--- src/rtl/v_shift_serializer_ctrl.sv ---
// Parallel-to-serial transmit controller: accepts words over valid/ready and
// shifts them out on SO at one bit per (div+1) clocks, back-to-back capable.
module v_shift_serializer_ctrl #(
    parameter int unsigned WIDTH     = 8,
    parameter int unsigned DIV_W     = 8,
    parameter bit          MSB_FIRST = 1'b1
) (
    input  logic             clk,
    input  logic             rst_n,
    input  logic [DIV_W-1:0] div,
    input  logic [WIDTH-1:0] din,
    input  logic             din_valid,
    output logic             din_ready,
    input  logic             abort,
    output logic             SO,
    output logic             so_valid,
    output logic             busy,
    output logic             done
);

    localparam int unsigned CNT_W = (WIDTH > 2) ? $clog2(WIDTH) : 1;

    typedef enum logic {
        IDLE  = 1'b0,
        SHIFT = 1'b1
    } state_t;

    state_t           state, state_nxt;
    logic [WIDTH-1:0] shreg, shreg_shifted;
    logic [CNT_W-1:0] bit_cnt;
    logic [DIV_W-1:0] div_cnt, div_lat;
    logic             tick, last, accept;

    assign tick   = (state == SHIFT) && (div_cnt == '0);
    assign last   = (bit_cnt == CNT_W'(WIDTH - 1));
    assign accept = din_valid && din_ready;

    // SO is taken straight from the output end of the register, so clearing
    // shreg is what forces SO low when the word ends or is aborted.
    assign SO = MSB_FIRST ? shreg[WIDTH-1] : shreg[0];
    assign shreg_shifted = MSB_FIRST ? {shreg[WIDTH-2:0], 1'b0}
                                     : {1'b0, shreg[WIDTH-1:1]};

    always_ff @(posedge clk or negedge rst_n) begin
        if (!rst_n) begin
            state <= IDLE;
        end else begin
            state <= state_nxt;
        end
    end

    always_comb begin
        state_nxt = state;
        case (state)
            IDLE: begin
                if (accept) state_nxt = SHIFT;
            end
            SHIFT: begin
                if (abort)                        state_nxt = IDLE;
                else if (tick && last && !accept) state_nxt = IDLE;
            end
            default: state_nxt = IDLE;
        endcase
    end

    always_comb begin
        din_ready = !abort && ((state == IDLE) || (tick && last));
        busy      = (state == SHIFT);
        so_valid  = (state == SHIFT);
    end

    always_ff @(posedge clk or negedge rst_n) begin
        if (!rst_n) begin
            shreg   <= '0;
            bit_cnt <= '0;
            div_cnt <= '0;
            div_lat <= '0;
            done    <= 1'b0;
        end else begin
            done <= 1'b0;
            if ((state == SHIFT) && abort) begin
                shreg   <= '0;
                bit_cnt <= '0;
                div_cnt <= '0;
            end else if (accept) begin
                // An accept while shifting can only happen on the final tick.
                shreg   <= din;
                div_lat <= div;
                div_cnt <= div;
                bit_cnt <= '0;
                done    <= tick && last;
            end else if (tick) begin
                if (last) begin
                    shreg <= '0;
                    done  <= 1'b1;
                end else begin
                    shreg   <= shreg_shifted;
                    bit_cnt <= bit_cnt + 1'b1;
                    div_cnt <= div_lat;
                end
            end else if (state == SHIFT) begin
                div_cnt <= div_cnt - 1'b1;
            end
        end
    end

endmodule

--- config.mk ---
export PLATFORM = sky130hd
export DESIGN_NAME = v_shift_serializer_ctrl
export DESIGN_NICKNAME = d
export VERILOG_FILES = /design/src/rtl/v_shift_serializer_ctrl.sv
export SDC_FILE = /design/constraint.sdc
export NUM_CORES = 1
export LEC_CHECK = 0
export ABC_AREA = 1
export BUFFER_PORTS_ARGS = -buffer_cell sky130_fd_sc_hd__buf_2
export CAP_MARGIN = 0
export CORE_ASPECT_RATIO = 1.25
export CORE_UTILIZATION = 48
export CTS_BUF_LIST = sky130_fd_sc_hd__clkbuf_4
export DETAILED_ROUTE_END_ITERATION = 7
export PLACE_DENSITY = 0.69
export SETUP_SLACK_MARGIN = 0.1
export SYNTH_ARGS = -nofsm -noshare
export SYNTH_HDL_FRONTEND = slang
export SYNTH_SLANG_ARGS = --single-unit
--- constraint.sdc ---
create_clock -name clk -period 1.9 [get_ports clk]
set_input_delay 0.38 -clock clk [delete_from_list [all_inputs] [get_ports clk]]
set_output_delay 0.38 -clock clk [all_outputs]
set_load 0.005 [all_outputs]
=== Word-level counts from Yosys, hierarchy flattened ===
Index checks and enable logic that the tools add are counted.

* Bitwise gates (word level): 2
* Equality and inequality tests: 3
* Magnitude comparators: 0
* Multiplexer cells: 21
* Shift operators: 0
* Multiply operators: 0
* $add $sub $neg: 2
* Reduce and logical (&&, ||, !) cells: 15
* Div/mod/pow operators: 0

{| class="wikitable"
|+ Operators by type and width
! operator !! count
|-
| $mux W8 || 9
|-
| $mux W3 || 4
|-
| $logic_not A8 Y1 || 1
|-
| $sub A8 B1 Y8 const B || 1
|-
| $mux W1 || 7
|-
| $logic_and A1 B1 Y1 || 6
|-
| $reduce_and A2 Y1 || 3
|-
| $ne A4 B2 Y1 const B || 1
|-
| $reduce_bool A4 Y1 || 1
|-
| $add A3 B1 Y3 const B || 1
|-
| $eq A3 B3 Y1 const B || 1
|-
| $ne A3 B1 Y1 const B || 1
|-
| $reduce_bool A3 Y1 || 1
|-
| $logic_not A1 Y1 || 2
|-
| $not A1 Y1 || 2
|-
| $pmux W1 S2 || 1
|-
| $logic_or A1 B1 Y1 || 1
|}

* RAM bits: 0
* Bits in latches: 0
* Memories: 0
* Input bits: 20
* ROM bits: 0
* Output and inout bits: 5
* Flip-flop bits (word level): 29

=== Logic depth before layout (Yosys ltp) ===
* Depth in word-level cells: 11
* Mapped depth: 13
* Mapped depth without buffers: 12

=== Worst setup path before layout ===
Ideal clock, no wire load.

* Path kind: reg-to-reg
* Start point: register div_cnt[0]
* End point: register shreg[1]
* Setup slack: 0.290 ns
* Buffers on the path: 1
* Period minus slack after synthesis: 1.610 ns
* Library setup time: 0.116 ns
* Arrival: 1.493 ns
* Stages on the path, launching flop included: 13
* Required time: 1.784 ns
* Path through: dfrtp_1 inv_1 ha_1 nand2_1 nor2_2 nand3_2 nand2_4 nand3_4 buf_6 nand3_1 nand2_1 nand2_1 nand2_1

* Longest elaborated chain between the ends: 8
* Elaborated cells on any way between the ends: 9
* Those cells by class: mux: 2; reduce/logical: 7

{| class="wikitable"
|+ RTL lines
! element !! RTL line !! RTL
|-
| from (decl) || 31 || <nowiki>logic [DIV_W-1:0] div_cnt, div_lat;</nowiki>
|-
| from (signal assigned) || 89 || <nowiki>div_cnt <= div;</nowiki>
|-
| from (signal assigned) || 99 || <nowiki>div_cnt <= div_lat;</nowiki>
|-
| from (signal assigned) || 102 || <nowiki>div_cnt <= div_cnt - 1'b1;</nowiki>
|-
| $logic_not A8 Y1 * || 34 || <nowiki>assign tick = (state == SHIFT) && (div_cnt == '0);</nowiki>
|-
| $logic_and A1 B1 Y1 * || 34 ||
|-
| $logic_and A1 B1 Y1 || 67 || <nowiki>din_ready = !abort && ((state == IDLE) || (tick && last));</nowiki>
|-
| $logic_or A1 B1 Y1 || 67 ||
|-
| $logic_and A1 B1 Y1 || 67 ||
|-
| $logic_and A1 B1 Y1 || 36 || <nowiki>assign accept = din_valid && din_ready;</nowiki>
|-
| $mux W8 || 85 || <nowiki>end else if (accept) begin</nowiki>
|-
| $mux W8 || 81 || <nowiki>if ((state == SHIFT) && abort) begin</nowiki>
|-
| to (signal assigned) || 87 || <nowiki>shreg <= din;</nowiki>
|-
| to (signal assigned) || 97 || <nowiki>shreg <= shreg_shifted;</nowiki>
|-
| to (decl) || 29 || <nowiki>logic [WIDTH-1:0] shreg, shreg_shifted;</nowiki>
|}

Every way passes the cells marked *; elsewhere a longest branch is shown, timed or not.
A chain may end at the register's enable or synchronous reset.

=== Final worst setup path ===
* Start point: register div_cnt[0]
* End point: output din_ready

* Longest elaborated chain between the ends: 5

{| class="wikitable"
|+ RTL lines
! element !! RTL line !! RTL
|-
| $logic_not A8 Y1 || 34 ||
|-
| $logic_and A1 B1 Y1 || 34 ||
|-
| $logic_and A1 B1 Y1 || 67 ||
|-
| $logic_or A1 B1 Y1 || 67 ||
|-
| $logic_and A1 B1 Y1 || 67 ||
|-
| to (decl) || 13 || <nowiki>output logic din_ready,</nowiki>
|}

Every way passes these cells.

==> results.md <==
- Worst-Margin Slew: 0.6531 ns
- # clock sinks: 29
- R2R Setup Slk: 0 ns
- Post-Syn Nets: 247
- Post-Route WL: 4144 um
- Total track usage: 0.2463
- Outcome: finished with violations
- CP peak stage delay: 0.41 ns
- Gp weighted congestion: 0.7883
- Die area: 0.003716 mm^2
- Post-Place Setup Slack: 0.05249 ns
- RR Startpoint: div_cnt[0]
- Core ar.: 0.003252 mm^2
- Antenna viol nets, final: 0
- Die Y-Extent: 67.91 um
- Worst-Skew Late Latency: 0.33 ns
- Pins over their slew limit: 0
- Final core utilization: 0.6868
- GRT overflow: 0
- WL/cell: 13.03 um
- Synth Area per Inst: 7.479 um^2
- Ys Warns: 0
- Vias: 1642
- Num CTS Buffers: 5
- Largest net degree at the start of global routing: 30
- Post-route setup slack: -0.06769 ns
- Chip width: 54.73 um
- Rel. slew slack: 0.5646
- Vias in the first global route: 1484
- CP Launch Type: flip-flop
- RSZ-0062 raised after global routing: yes
- Sequential area share after synthesis: 0.4351
- Initial DRT Pass Iterations: 4
- Multi-input logic area: 895.9 um^2
- Fmax: 508.2 MHz
- Initial core utilization: 0.5129
- Crit-path cells: inv_2 -> ha_4 -> nand2_4 -> nor2_4 -> nand3_2 -> nand2_4 -> inv_2 -> nor2_2 -> buf_2
- Critical Path RT: 1.52 ns
- Area growth from synthesis to layout: 33.91%
- Routed vias/inst: 5.164
- Synth Register Bits: 29
- DRC: 0
- I/O pin count: 25
- Worst-path clk slew: 0.10 ns
- Root Driver: clkbuf_4
- # setup viols final: 5
- Post-synthesis cell area: 0.001668 mm^2
- CP max-delay cell: dfrtp_1
- Worst Setup Path Type: flip-flop to output pin
- Netlist cell types: 29
- Setup TNS Final: -0.07506 ns
- Post-DP HPWL: 2676 um
- Post-CTS Hold Fix Bufs: 0
- Htree depth: 2
- Critical path peak fanout: 2
- P_leak: 1.212 nW
- Reg area: 725.7 um^2
- Antenna cells: 0
- Port Buf Inserts: 24
- FP Rows: 23
- Crit. End Element: output pin
- Pwr per Cell Area: 961.3 mW/mm^2
- Fin. Hold Viols: 0
- Failing checks: setup timing
- Period utilization: 1.036
- Total of max-cap violations: 0
- Layout net count: 304
- Worst min path class: input pin to async pin
- Reg2reg path depth: 12
- First-pass GRT wire length: 6320 um
- Max VDD drop: 0.0006227 V
- CTS tree: done
- CP Buf/Inv Count: 3
- Layout Skew: 0.009018 ns
- FF-to-FF End: shreg[5]
- 1st-iter DRT viols: 27
- Family with the most delay on the worst path: simple AND/OR/NAND/NOR gates
- Syn Inst Count: 223
- Bufs on Longest Clock Path: 2
- Worst EP arrival: 1.59 ns
- Layout cell share with drive strength beyond 1: 0.3345
- Fillers: 276
- Min Tclk post-route: 1.968 ns
- Antenna violations before repair: 0
-- what timing repair did --
item	4_1_cts	5_1_grt
setup endpoints to repair	16	26
pin swaps	5	16
setup buffers	8	12
gates resized for setup	9	31
cloned	0	3
-- cells by family after synthesis --
family,after synthesis,share of synthesized area
and+or+nand+nor,131,0.3458
buffers and inverters,31,0.08702
DFF,29,0.4351
AOI/OAI and AO/OA,26,0.09153
adders and majority gates,4,0.03001
xor gates and xnor gates,2,0.01050
-- cell usage after synthesis --
library cell / count / area (um^2)
nor2_1: 7 / 26.28
a21oi_2: 1 / 8.760
o21bai_1: 1 / 7.510
nand3_2: 1 / 10.01
clkinv_2: 1 / 5.000
o211ai_1: 1 / 7.510
a21oi_4: 1 / 16.27
clkinv_1: 2 / 7.510
clkbuf_1: 1 / 3.750
dfrtp_1: 29 / 725.7
xor2_1: 2 / 17.52
nand3_4: 1 / 17.52
buf_4: 1 / 7.510
o21ai_1: 5 / 25.02
ha_1: 4 / 50.05
o21a_1: 1 / 7.510
nand2_4: 1 / 11.26
nand3_1: 24 / 120.1
nand2_2: 2 / 12.51
or2_2: 1 / 6.260
inv_1: 20 / 75.07
nand2_1: 86 / 322.8
nor2_2: 3 / 18.77
buf_6: 3 / 33.78
buf_2: 1 / 5.000
a21oi_1: 2 / 10.01
inv_2: 2 / 7.510
o21ai_0: 14 / 70.07
nand4_1: 5 / 31.28
-- metal layers --
metal | up-vias | global-route usage | part of all wire
met3 | 9 | 0.07333 | 0.036
met1 | 771 | 0.2573 | 0.42
li1 | 833 | - | -
met2 | 29 | 0.4367 | 0.53
met5 | - | 0 | 0
met4 | 0 | 0.1122 | 0.014
-- report_power, final --
group	switching (W)	internal, W
sequential	0.0000901	0.000743
clock	0.000213	0.000133
combinational	0.000531	0.000437
total	0.000834	0.00131
-- worst max-delay path by stage --
stage	start	to	slack [ns]	cells after the start
finish	div_cnt[0]	din_ready	-0.07	9
global route	div_cnt[0]	din_ready	-0.18	9
CTS	div_cnt[1]	din_ready	0.01	9
detailed placement	div_cnt[0]	shreg[6]	0.05	12
global placement	div_cnt[0]	shreg[6]	0.07	12
floorplan	div_cnt[0]	shreg[1]	0.29	12
-- sequential cells by signal, indices dropped and copies added, names as in the netlist --
| name | flops |
|---|---|
| bit_cnt | 3 |
| div_lat | 8 |
| div_cnt | 8 |
| shreg | 8 |
| busy | 1 |
| done | 1 |
-- worst register-to-register path: cells and delay by family, from the launching register on --
kind	cells	cell delay [ns]
buffers and inverters	3	0.31
adder cells (fa/ha/maj)	1	0.15
AND/OR/NAND/NOR	7	0.68
flip-flops	1	0.41
AO/OA/AOI/OAI	1	0.29
-- through the flow --
stage | instances | total power [W] | area (um^2) | hold slack (ns)
floorplan | 223 | 0.001386 | 1668 | 0.08441
global placement | 287 | 0.001594 | 1864 | 0.4459
detailed placement | 287 | 0.001609 | 1864 | 0.4388
CTS | 303 | 0.002046 | 2008 | 0.08291
global route | 318 | 0.002323 | 2233 | 0.1029
finish | 318 | 0.002147 | 2233 | 0.06596
-- cell type report --
cell class,instances,share of cell area
Multi-Input combinational cell,164,0.4011
Sequential cell,29,0.3249
Timing Repair Buffer,55,0.1849
Inverter,25,0.04594
Tap cell,37,0.02073
Clock buffer,5,0.01681
Clock inverter,3,0.005602
-- layout by cell type, fill, tap and decap left out, drive strengths merged, types with 5 or more instances in the layout --
| cell type | instances |
|---|---|
| nand2 | 89 |
| buf | 54 |
| dfrtp | 29 |
| nand3 | 27 |
| inv | 22 |
| o21ai | 19 |
| nor2 | 10 |
| clkbuf | 6 |
| nand4 | 5 |
| clkinv | 5 |
No activity file was read; power rests on OpenSTA's default activity.
